$ cat src/rtl/game_controller_if.sv
// Bundles the move request, merge-datapath handshake and status signals of the 2048 game controller.
// The controller uses the master side; the board-side environment and merge datapath use the slave side.
interface game_controller_if;
   logic                  dir_valid;
   logic [3:0]            direction;
   logic [3:0]            mm_direction;
   logic [3:0][3:0][11:0] mm_board_in;
   logic [3:0][3:0][11:0] mm_board_out;
   logic [19:0]           mm_score_update;
   logic                  mm_done;
   logic [3:0][3:0][11:0] board;
   logic [19:0]           score;
   logic                  busy;
   logic                  moved;
   logic                  game_won;
   logic                  game_over;

   modport master (
      input  dir_valid, direction, mm_board_out, mm_score_update, mm_done,
      output mm_direction, mm_board_in, board, score, busy, moved, game_won, game_over
   );

   modport slave (
      output dir_valid, direction, mm_board_out, mm_score_update, mm_done,
      input  mm_direction, mm_board_in, board, score, busy, moved, game_won, game_over
   );
endinterface

$ cat src/rtl/game_controller.sv
// 2048 game sequencer: one request per IDLE visit, waits on mm_done, then commit/spawn/check; busy=1 outside IDLE.
// Optional macro SPAWN_FOUR_EN: spawn 12'h004 instead of 12'h002 when LFSR[7:4] == 0.
module game_controller (
   input  logic              clk,
   input  logic              rst,
   game_controller_if.master gif
);
   typedef enum logic [2:0] {INIT, IDLE, MOVE, COMMIT, SPAWN, CHECK, WON, OVER} state_t;
   typedef logic [3:0][3:0][11:0] board_t;

   state_t      state_q, state_d;
   board_t      board_q, board_d, cap_board_q, cap_board_d;
   logic [19:0] score_q, score_d, cap_score_q, cap_score_d;
   logic [3:0]  dir_q, dir_d, idx_q, idx_d, tries_q, tries_d;
   logic        first_q, first_d, init_left_q, init_left_d;
   logic [15:0] lfsr_q, lfsr_d;
   logic [3:0]  cur_idx;
   logic [11:0] new_tile;
   logic [20:0] score_sum;
   logic        has_800, has_empty, has_pair, changed, dir_onehot;

   assign lfsr_d     = {lfsr_q[14:0], lfsr_q[15] ^ lfsr_q[13] ^ lfsr_q[12] ^ lfsr_q[10]};
   assign changed    = (cap_board_q != board_q);
   assign score_sum  = {1'b0, score_q} + {1'b0, cap_score_q};
   assign dir_onehot = gif.direction inside {4'b0001, 4'b0010, 4'b0100, 4'b1000};
   // First probe of a spawn uses the live LFSR; later probes walk forward from the last one.
   assign cur_idx    = first_q ? lfsr_q[3:0] : idx_q;

`ifdef SPAWN_FOUR_EN
   assign new_tile = (lfsr_q[7:4] == 4'h0) ? 12'h004 : 12'h002;
`else
   assign new_tile = 12'h002;
`endif

   assign gif.board       = board_q;
   assign gif.score       = score_q;
   assign gif.mm_board_in = board_q;
   assign gif.busy        = (state_q != IDLE);
   assign gif.game_won    = (state_q == WON);
   assign gif.game_over   = (state_q == OVER);

   always_comb begin
      has_800   = 1'b0;
      has_empty = 1'b0;
      has_pair  = 1'b0;
      for (int r = 0; r < 4; r++) begin
         for (int c = 0; c < 4; c++) begin
            if (board_q[r][c] == 12'h800) has_800 = 1'b1;
            if (board_q[r][c] == 12'h000) has_empty = 1'b1;
         end
      end
      for (int r = 0; r < 4; r++)
         for (int c = 0; c < 3; c++)
            if (board_q[r][c] == board_q[r][c+1]) has_pair = 1'b1;
      for (int r = 0; r < 3; r++)
         for (int c = 0; c < 4; c++)
            if (board_q[r][c] == board_q[r+1][c]) has_pair = 1'b1;
   end

   always_comb begin
      state_d          = state_q;
      board_d          = board_q;
      score_d          = score_q;
      cap_board_d      = cap_board_q;
      cap_score_d      = cap_score_q;
      dir_d            = dir_q;
      idx_d            = idx_q;
      tries_d          = tries_q;
      first_d          = first_q;
      init_left_d      = init_left_q;
      gif.mm_direction = 4'b0000;
      gif.moved        = 1'b0;
      case (state_q)
         INIT: begin
            board_d     = '0;
            score_d     = '0;
            init_left_d = 1'b1;
            first_d     = 1'b1;
            tries_d     = 4'd0;
            state_d     = SPAWN;
         end
         IDLE: begin
            if (gif.dir_valid && dir_onehot) begin
               dir_d   = gif.direction;
               state_d = MOVE;
            end
         end
         MOVE: begin
            gif.mm_direction = dir_q;
            if (gif.mm_done) begin
               cap_board_d = gif.mm_board_out;
               cap_score_d = gif.mm_score_update;
               state_d     = COMMIT;
            end
         end
         COMMIT: begin
            if (changed) begin
               board_d   = cap_board_q;
               score_d   = score_sum[20] ? 20'hFFFFF : score_sum[19:0];
               gif.moved = 1'b1;
               first_d   = 1'b1;
               tries_d   = 4'd0;
               state_d   = SPAWN;
            end else begin
               state_d = IDLE;
            end
         end
         SPAWN: begin
            first_d = 1'b0;
            if (board_q[cur_idx[3:2]][cur_idx[1:0]] == 12'h000) begin
               board_d[cur_idx[3:2]][cur_idx[1:0]] = new_tile;
               if (init_left_q) begin
                  init_left_d = 1'b0;
                  first_d     = 1'b1;
                  tries_d     = 4'd0;
               end else begin
                  state_d = CHECK;
               end
            end else if (tries_q == 4'hF) begin
               // Full board from the datapath: nothing to place, let CHECK decide.
               init_left_d = 1'b0;
               state_d     = CHECK;
            end else begin
               idx_d   = cur_idx + 4'd1;
               tries_d = tries_q + 4'd1;
            end
         end
         CHECK: begin
            if (has_800)                     state_d = WON;
            else if (!has_empty && !has_pair) state_d = OVER;
            else                             state_d = IDLE;
         end
         WON:     state_d = WON;
         OVER:    state_d = OVER;
         default: state_d = INIT;
      endcase
   end

   always_ff @(posedge clk) begin
      if (rst) begin
         state_q     <= INIT;
         board_q     <= '0;
         score_q     <= '0;
         cap_board_q <= '0;
         cap_score_q <= '0;
         dir_q       <= '0;
         idx_q       <= '0;
         tries_q     <= '0;
         first_q     <= 1'b0;
         init_left_q <= 1'b0;
         lfsr_q      <= 16'hACE1;
      end else begin
         state_q     <= state_d;
         board_q     <= board_d;
         score_q     <= score_d;
         cap_board_q <= cap_board_d;
         cap_score_q <= cap_score_d;
         dir_q       <= dir_d;
         idx_q       <= idx_d;
         tries_q     <= tries_d;
         first_q     <= first_d;
         init_left_q <= init_left_d;
         lfsr_q      <= lfsr_d;
      end
   end
endmodule

$ cat src/flat_wrapper.sv
// flat-port wrapper written by rule: the top's interface ports become plain ports
module game_controller_flat 
  (clk, rst, gif_dir_valid, gif_direction, gif_mm_board_out, gif_mm_score_update, gif_mm_done, gif_mm_direction, gif_mm_board_in, gif_board, gif_score, gif_busy, gif_moved, gif_game_won, gif_game_over);
  game_controller_if gif_i ();
  input  logic clk;
  input  logic rst;
  input wire logic [$bits(gif_i.dir_valid)-1:0] gif_dir_valid;
  input wire logic [$bits(gif_i.direction)-1:0] gif_direction;
  input wire logic [$bits(gif_i.mm_board_out)-1:0] gif_mm_board_out;
  input wire logic [$bits(gif_i.mm_score_update)-1:0] gif_mm_score_update;
  input wire logic [$bits(gif_i.mm_done)-1:0] gif_mm_done;
  output wire logic [$bits(gif_i.mm_direction)-1:0] gif_mm_direction;
  output wire logic [$bits(gif_i.mm_board_in)-1:0] gif_mm_board_in;
  output wire logic [$bits(gif_i.board)-1:0] gif_board;
  output wire logic [$bits(gif_i.score)-1:0] gif_score;
  output wire logic [$bits(gif_i.busy)-1:0] gif_busy;
  output wire logic [$bits(gif_i.moved)-1:0] gif_moved;
  output wire logic [$bits(gif_i.game_won)-1:0] gif_game_won;
  output wire logic [$bits(gif_i.game_over)-1:0] gif_game_over;
  assign gif_i.dir_valid = gif_dir_valid;
  assign gif_i.direction = gif_direction;
  assign gif_i.mm_board_out = gif_mm_board_out;
  assign gif_i.mm_score_update = gif_mm_score_update;
  assign gif_i.mm_done = gif_mm_done;
  assign gif_mm_direction = gif_i.mm_direction;
  assign gif_mm_board_in = gif_i.mm_board_in;
  assign gif_board = gif_i.board;
  assign gif_score = gif_i.score;
  assign gif_busy = gif_i.busy;
  assign gif_moved = gif_i.moved;
  assign gif_game_won = gif_i.game_won;
  assign gif_game_over = gif_i.game_over;
  game_controller u_core (.clk(clk), .rst(rst), .gif(gif_i));
endmodule
$ cat config.mk
export PLATFORM = sky130hd
export DESIGN_NAME = game_controller_flat
export DESIGN_NICKNAME = d
export VERILOG_FILES = /design/src/rtl/game_controller_if.sv /design/src/rtl/game_controller.sv /design/src/flat_wrapper.sv
export SDC_FILE = /design/constraint.sdc
export NUM_CORES = 1
export LEC_CHECK = 0
export CORE_AREA = 4 4 242 244
export DETAILED_ROUTE_END_ITERATION = 8
export DIE_AREA = 0 0 246 248
export PLACE_DENSITY = 0.74
export SLEW_MARGIN = 20
export SYNTH_ARGS = -nofsm -noshare
export SYNTH_HDL_FRONTEND = slang
export SYNTH_SLANG_ARGS = --single-unit
export TNS_END_PERCENT = 50
$ cat constraint.sdc
create_clock -name clk -period 7.5 [get_ports clk]
set_input_delay 1.5 -clock clk [delete_from_list [all_inputs] [get_ports clk]]
set_output_delay 1.5 -clock clk [all_outputs]
set_load 0.05 [all_outputs]
* After elaboration in Yosys (flattened, before gate mapping) *
Cells that the tools add are included.

storage, ports and cells
  register bits after elaboration = 457
  input bits = 220
  output and inout port bits = 412
  logic and storage cells = 250

operators by class
  $add $sub $neg = 3
  magnitude comparators = 4
  eq/ne operators = 62
  mux-type cells = 95
  bitwise operators = 8
  reduce and logical (&&, ||, !) cells = 37

operators by type and width
  operator              count
  $pmux 192 s3          1
  $mux 192              2
  $eq 12x12->1          24
  $logic_not 12->1      17
  $eq 12x12->1 const B  16
  $ne 192x192->1        1
  $and 176x176->176     1
  $not 176->176         1
  $bmux 48 s2           1
  $demux 48 s2          1
  $mux 48               2
  $mux 1                63
  $mux 20               2
  $pmux 20 s2           1
  $bmux 12 s2           1
  $demux 12 s2          1
  $mux 12               2
  $mux 3                8
  $mux 4                6
  $pmux 3 s8            1
  $add 20x20->21        1
  $or 16x16->16         1
  $eq 3x3->1 const B    4
  $pmux 4 s3            1
  other kinds (27)      50

* Depth between registers and ports, before layout *
Gate-level depths: netlist of run 1.

  depth after elaboration = 30
  depth in mapped cells = 14
  gate-level depth less buffers = 12

* Worst setup path before layout of run 1 *
Ideal clock, no wire load.

  kind = flip-flop to output port
  from = register u_core.board_q (netlist bit u_core.gif.board[131])
  to = output gif_moved
  arrival = 2,612 ps
  data required time = 6,000 ps
  path slack = 3,388 ps
  cell stages (with the launch flop) = 9
  path buffers = 2
  path through = dfxtp_1 clkbuf_1 xnor2_1 nand4_1 nor4_1 nand3_1 nor4_1 a31oi_1 clkbuf_1

on the way
  cells in the longest elaborated chain, start to end = 3

ends and longest elaborated chain
  what                    line                    text
  start, declared         game_controller.sv:12   board_t board_q, board_d, cap_board_q, cap_board_d;
  start signal, assigned  game_controller.sv:154  board_q <= board_d;
  $ne 192x192->1          game_controller.sv:23   assign changed = (cap_board_q != board_q);
  $mux 1                  game_controller.sv:97   if (changed) begin
  $mux 1                  game_controller.sv:73   case (state_q)
  end, declared           flat_wrapper.sv:17      output wire logic [$bits(gif_i.moved)-1:0] gif_moved;

Every way passes these cells.

* Worst setup path in the final report of run 1 *
  from = register u_core.board_q (netlist bit u_core.gif.board[165])
  to = output gif_moved

The elaborated chain is that of the path after synthesis.

==> results.sh, run 1 <==
export IMPL_hp_class="register to register"
export IMPL_drive_gt1_frac=0.0575
export IMPL_stdcell_area_um2=31900
export IMPL_required_ns=6.00
export IMPL_synth_edf_count=0
export IMPL_cts_tree="yes"
export IMPL_postCtsResizedCells=0
export IMPL_period_needed_ns=6.13
export IMPL_port_buffers=631
export IMPL_core_um2=56300
export IMPL_synth_distinct_cells=70
export IMPL_ys_ff_latch=457
export IMPL_die_h_um=248
export IMPL_drt_iter0_markers=2892
export IMPL_cpPeakStageDelay_ns=0.80
export IMPL_dr_pass1_iters=8
export IMPL_numCtsBuffers=51
export IMPL_endpoint_kind="primary output"
export IMPL_ctsRootBufferMaster="clkbuf_16"
export IMPL_synth_cells=3037
export IMPL_max_slew_worst_pin_slew_ns=1.06
export IMPL_crit_arrival_ns=4.63
export IMPL_max_slew_margin_rel=0.287
export IMPL_avgRoutedWirePerCell_um=30.0
export IMPL_synth_area_um2=25300
export IMPL_crit_path_frequent_cell="nor4_1"
export IMPL_setup_viol=0
export IMPL_path_cells="xnor2_1 > nand4_1 > nor4_1 > nand3_1 > nor4_1 > a31oi_4 > buf_4 > clkdlybuf4s50_1"
export IMPL_crit_type="register to primary output"
export IMPL_hold_violations=0
export IMPL_drc=0
export IMPL_grt_pass1_vias=22800
export IMPL_drv_cap=0
export IMPL_finClkSkew_ns=0.0308
export IMPL_drtAntennaViolNets=0
export IMPL_gp_congestion=1.03
export IMPL_grt_antenna_before_repair=6
export IMPL_clockBufferDepth=3
export IMPL_hpwl_mm=90.9
export IMPL_die_x_um=246
export IMPL_cts_setup_buffers=0
export IMPL_finalSetupTns_ns=0
export IMPL_layout_common_cells="630 x clkdlybuf4s50_1, 466 x nand2_1, 457 x dfxtp_1"
export IMPL_cp_top_family="simple AND/OR/NAND/NOR gates"
export IMPL_grt_use_total=0.375
export IMPL_async_reset_ff_frac=0
export IMPL_via_per_inst=6.06
export IMPL_crit_slowest_cell="xnor2_1"
export IMPL_avgSynthCellArea_um2=8.32
export IMPL_fmax_mhz=163
export IMPL_grt_max_degree=128
export IMPL_path_max_fanout=36
export IMPL_status="finished clean"
export IMPL_cts_clk_slew_worst_paths_ns=0.06
export IMPL_row_count=87
export IMPL_multi_input_area_um2=13100
export IMPL_vdd_ir_drop_max_v=0.000180
export IMPL_dieArea_um2=61000
export IMPL_cts_htree_levels=2
export IMPL_cts_hold_buf=0
export IMPL_seq_area_um2=9150
export IMPL_synth_nets=3283
export IMPL_fillerInstances=5186
export IMPL_whs_ns=0.416
export IMPL_rsz0062_at_grt="false"
export IMPL_power_per_cell_area_nw_per_um2=209
export IMPL_start_kind="register"
export IMPL_slew_viol_final=0
export IMPL_nets=3476
export IMPL_final_common_cell="clkdlybuf4s50_1"
export IMPL_grt_pass1_wl_mm=168
export IMPL_fin_util=0.567
export IMPL_grt_remaining_overflow=0
export IMPL_yosysSeqAreaShare=0.362
export IMPL_cp_num_buf_inv=2
export IMPL_vias=24400
export IMPL_io_pins=632
export IMPL_wl_mm=121
export IMPL_clkSinkCount=457
export IMPL_initial_core_util=0.449
export IMPL_ys_flop_type="dfxtp_1"
export IMPL_period_share=0.817
export IMPL_area_growth_pct=26.4
export IMPL_placedInstanceArea_um2=30100
export IMPL_leakagePower_nw=13.2
export IMPL_yosys_warnings=0
export IMPL_clk_latency_ns=0.63
[cells by family after synthesis]
| family | Yosys count | synth area share |
|---|---|---|
| AO/OA/AOI/OAI | 606 | 0.172 |
| XOR/XNOR | 482 | 0.167 |
| adder cells (fa/ha/maj) | 26 | 0.0132 |
| buffers and inverters | 593 | 0.121 |
| flip-flops | 457 | 0.362 |
| multiplexers | 15 | 0.00609 |
| AND/OR/NAND/NOR | 858 | 0.158 |
[registers in the layout, summed over array words and instances, names as in the netlist]
name                flops
u_core.dir_q            4
u_core.idx_q            4
u_core.init_left_q      1
u_core.first_q          1
u_core.tries_q          4
u_core.gif.score       20
u_core.state_q          3
u_core.lfsr_q          16
u_core.cap_score_q     20
u_core.cap_board_q    192
u_core.gif.board      192
[synthesized netlist by cell type (3+ instances only)]
cell type	number	area share
nor2_1	72	0.011
or4_1	10	0.0030
o21ai_0	19	0.0038
nor2b_1	12	0.0030
xnor2_1	127	0.044
mux2i_1	12	0.0048
a21oi_1	270	0.054
a31oi_1	4	0.00099
clkbuf_1	302	0.045
and3_1	18	0.0045
o22ai_1	15	0.0037
and2_1	10	0.0025
o221ai_1	3	0.0010
o21ai_1	4	0.00079
buf_2	24	0.0048
inv_1	52	0.0077
nand4_1	54	0.013
a221oi_1	9	0.0031
a2111oi_1	7	0.0028
xor2_1	355	0.12
o21a_1	4	0.0012
or2_2	15	0.0037
dfxtp_1	457	0.36
o32ai_1	4	0.0014
nand2_1	467	0.069
a21o_1	14	0.0042
nand3_1	31	0.0061
buf_1	11	0.0016
nand4b_1	4	0.0014
o21ai_2	15	0.0052
o2bb2ai_1	5	0.0017
ha_1	25	0.012
buf_6	7	0.0031
nor4_1	119	0.029
nor4b_1	3	0.0010
a32o_1	177	0.070
buf_4	196	0.058
a211oi_1	31	0.0092
nand2b_1	8	0.0020
mux2_2	3	0.0013
nor3_1	26	0.0052
[per-layer routing]
| metal | wire length [um] | up-vias | GRT usage |
|---|---|---|---|
| li1 | - | 10700 | - |
| met2 | 54400 | 1528 | 0.591 |
| met3 | 13500 | 317 | 0.0954 |
| met4 | 6070 | 4 | 0.169 |
| met5 | 27 | - | 0 |
| met1 | 46800 | 11900 | 0.487 |
[power breakdown]
group	internal (mW)	total, mW	switching [mW]
Sequential	2.47	2.56	0.0865
Combinational	0.392	1.41	1.02
Clock	1.60	2.72	1.12
Total	4.46	6.69	2.23
[per-stage QoR]
stage,power [mW],instances,setup slack (ns)
2_1_floorplan,3.52,3037,3.39
3_3_place_gp,3.96,3933,2.23
3_5_place_dp,3.96,3933,2.26
4_1_cts,6.64,4028,1.60
5_1_grt,6.85,4028,1.39
6_report,6.69,4030,1.37
[area by class of cell]
class	count	share of cell area
diodes	2	0.000157
clock inverters	30	0.0118
inverters	52	0.00619
well taps	756	0.0296
flip-flops and latches	457	0.287
multi-input cells	1987	0.410
repair buffers	681	0.211
clock buffers	65	0.0448
[worst paths after layout]
path                         startpoint  slack (ns)  cells after the start               endpoint
setup / recovery  u_core.gif.board[165]        1.37                      8              gif_moved
hold / removal         u_core.lfsr_q[4]        0.42                      1       u_core.lfsr_q[5]
setup reg to reg  u_core.gif.board[165]        2.85                     10  u_core.gif.board[150]
hold reg to reg        u_core.lfsr_q[4]        0.42                      1       u_core.lfsr_q[5]
(Power assumes the default switching activity.)
==> run 2: changes to the inputs <==
CORE_AREA = unset   (was 4 4 242 244)
CORE_ASPECT_RATIO = 0.7   (was unset)
CORE_MARGIN = 4   (was unset)
CORE_UTILIZATION = 50   (was unset)
DIE_AREA = unset   (was 0 0 246 248)
PLACE_DENSITY = 0.81   (was 0.74)
clock period = 6.2 ns   (was 7.5 ns; I/O delays follow)
==> results.sh, run 2 (synthesis gave the netlist of run 1 again) <==
export IMPL_status="complete, but fails checks"
export IMPL_violations="slew limit"
export IMPL_drtAntennaViolNets=0
export IMPL_numCtsBuffers=45
export IMPL_cp_top_family="simple AND/OR/NAND/NOR gates"
export IMPL_core_um2=49600
export IMPL_leakagePower_nw=13.1
export IMPL_place_ws_ns=1.21
export IMPL_crit_arrival_ns=4.51
export IMPL_nets=3485
export IMPL_clk_latency_ns=0.60
export IMPL_slew_viol_final=96
export IMPL_dr_pass1_iters=6
export IMPL_vdd_ir_drop_max_v=0.000240
export IMPL_cts_tree="yes"
export IMPL_avgRoutedWirePerCell_um=31.6
export IMPL_fin_util=0.636
export IMPL_grt_max_degree=213
export IMPL_stdcell_area_um2=31500
export IMPL_grt_pass1_vias=24300
export IMPL_start_kind="register"
export IMPL_drv_cap=0
export IMPL_path_depth=8
export IMPL_layout_common_cells="630 x clkdlybuf4s50_1, 466 x nand2_1, 457 x dfxtp_1"
export IMPL_drive_gt1_frac=0.0575
export IMPL_hold_depth=1
export IMPL_drc=0
export IMPL_path_cells="xnor2_1 > nand4_1 > nor4_1 > nand3_1 > nor4_1 > buf_4 > a31oi_4 > clkdlybuf4s50_1"
export IMPL_finClkSkew_ns=0.0260
export IMPL_fmax_mhz=174
export IMPL_grt_antenna_before_repair=5
export IMPL_min_to="u_core.lfsr_q[5]"
export IMPL_port_buffers=631
export IMPL_cts_hold_buf=0
export IMPL_hold_violations=0
export IMPL_dp_cells=3857
export IMPL_max_slew_margin_rel=-0.115
export IMPL_wl_mm=124
export IMPL_die_h_um=196
export IMPL_gp_congestion=1.03
export IMPL_cts_setup_buffers=0
export IMPL_r2r_cells=10
export IMPL_dieArea_um2=54200
export IMPL_hp_class="register to register"
export IMPL_crit_path_frequent_cell="nor4_1"
export IMPL_clockBufferDepth=3
export IMPL_fin_ws_ns=0.447
export IMPL_rsz0062_at_grt="false"
export IMPL_area_growth_pct=24.9
export IMPL_postCtsResizedCells=0
export IMPL_placedInstanceArea_um2=30100
export IMPL_via_per_inst=6.46
export IMPL_required_ns=4.96
export IMPL_layout_cells_non_filler=3935
export IMPL_rrSetupSlack_ns=1.69
export IMPL_final_common_cell="clkdlybuf4s50_1"
export IMPL_grt_use_total=0.433
export IMPL_finalSetupTns_ns=0
export IMPL_cpPeakStageDelay_ns=0.85
export IMPL_max_slew_worst_pin_slew_ns=1.67
export IMPL_cts_clk_slew_worst_paths_ns=0.06
export IMPL_whs_ns=0.424
export IMPL_finalPower_mw=7.61
export IMPL_rr_startpoint="u_core.gif.board[135]"
export IMPL_worstReg2RegEnd="u_core.gif.board[94]"
export IMPL_worstHoldStart="u_core.lfsr_q[4]"
export IMPL_grt_remaining_overflow=0
export IMPL_period_share=0.928
export IMPL_crit_type="register to primary output"
export IMPL_cts_htree_levels=2
export IMPL_row_count=68
export IMPL_period_needed_ns=5.75
export IMPL_initial_core_util=0.509
export IMPL_path_max_fanout=8
export IMPL_clkSinkCount=457
export IMPL_io_pins=632
export IMPL_grt_pass1_wl_mm=174
export IMPL_drt_iter0_markers=3677
export IMPL_hpwl_mm=93.6
export IMPL_power_per_cell_area_nw_per_um2=241
export IMPL_ctsRootBufferMaster="clkbuf_16"
export IMPL_setup_viol=0
export IMPL_endpoint_kind="primary output"
export IMPL_vias=25400
export IMPL_cp_num_buf_inv=2
export IMPL_die_x_um=277
export IMPL_crit_slowest_cell="xnor2_1"
-- run 2: cell type report --
class                      count  area (um^2)
fill                        3912        18100
multi-input combinational   1987        13100
sequential                   457         9150
timing repair buffer         696         6850
clock buffer                  56         1250
tap                          665          832
inverter                      52          198
clock inverter                21          169
antenna                        1         2.50
-- run 2: metal layers --
layer	global-route usage	share of wire	vias up
met5	0	0.00037	-
met4	0.168	0.048	6
met3	0.145	0.14	388
met2	0.646	0.42	2015
met1	0.583	0.40	12300
li1	-	-	10700
-- run 2: power breakdown --
part           switching (mW)  leakage (nW)  internal, mW
registers              0.0944          3.69          2.99
clock network            1.27         0.690          1.44
logic                    1.33          8.74         0.488
total                    2.70          13.1          4.92
-- run 2: worst reg2reg max path, delay by kind of cell, from the launching register on --
family,cells,cell delay (ns)
AO/OA/AOI/OAI,3,1.24
buffers and inverters,1,0.20
AND/OR/NAND/NOR,5,1.56
flip-flops,1,0.58
XOR/XNOR,1,0.86
-- run 2: worst max path at each step --
stage,end,startpoint,slack (ns)
final,gif_moved,u_core.gif.board[135],0.45
after global routing,gif_moved,u_core.gif.board[135],0.36
after CTS,gif_moved,u_core.gif.board[135],0.55
after detailed placement,gif_moved,u_core.gif.board[135],1.21
after global placement,gif_moved,u_core.gif.board[135],1.17
after floorplan,gif_moved,u_core.gif.board[131],2.35
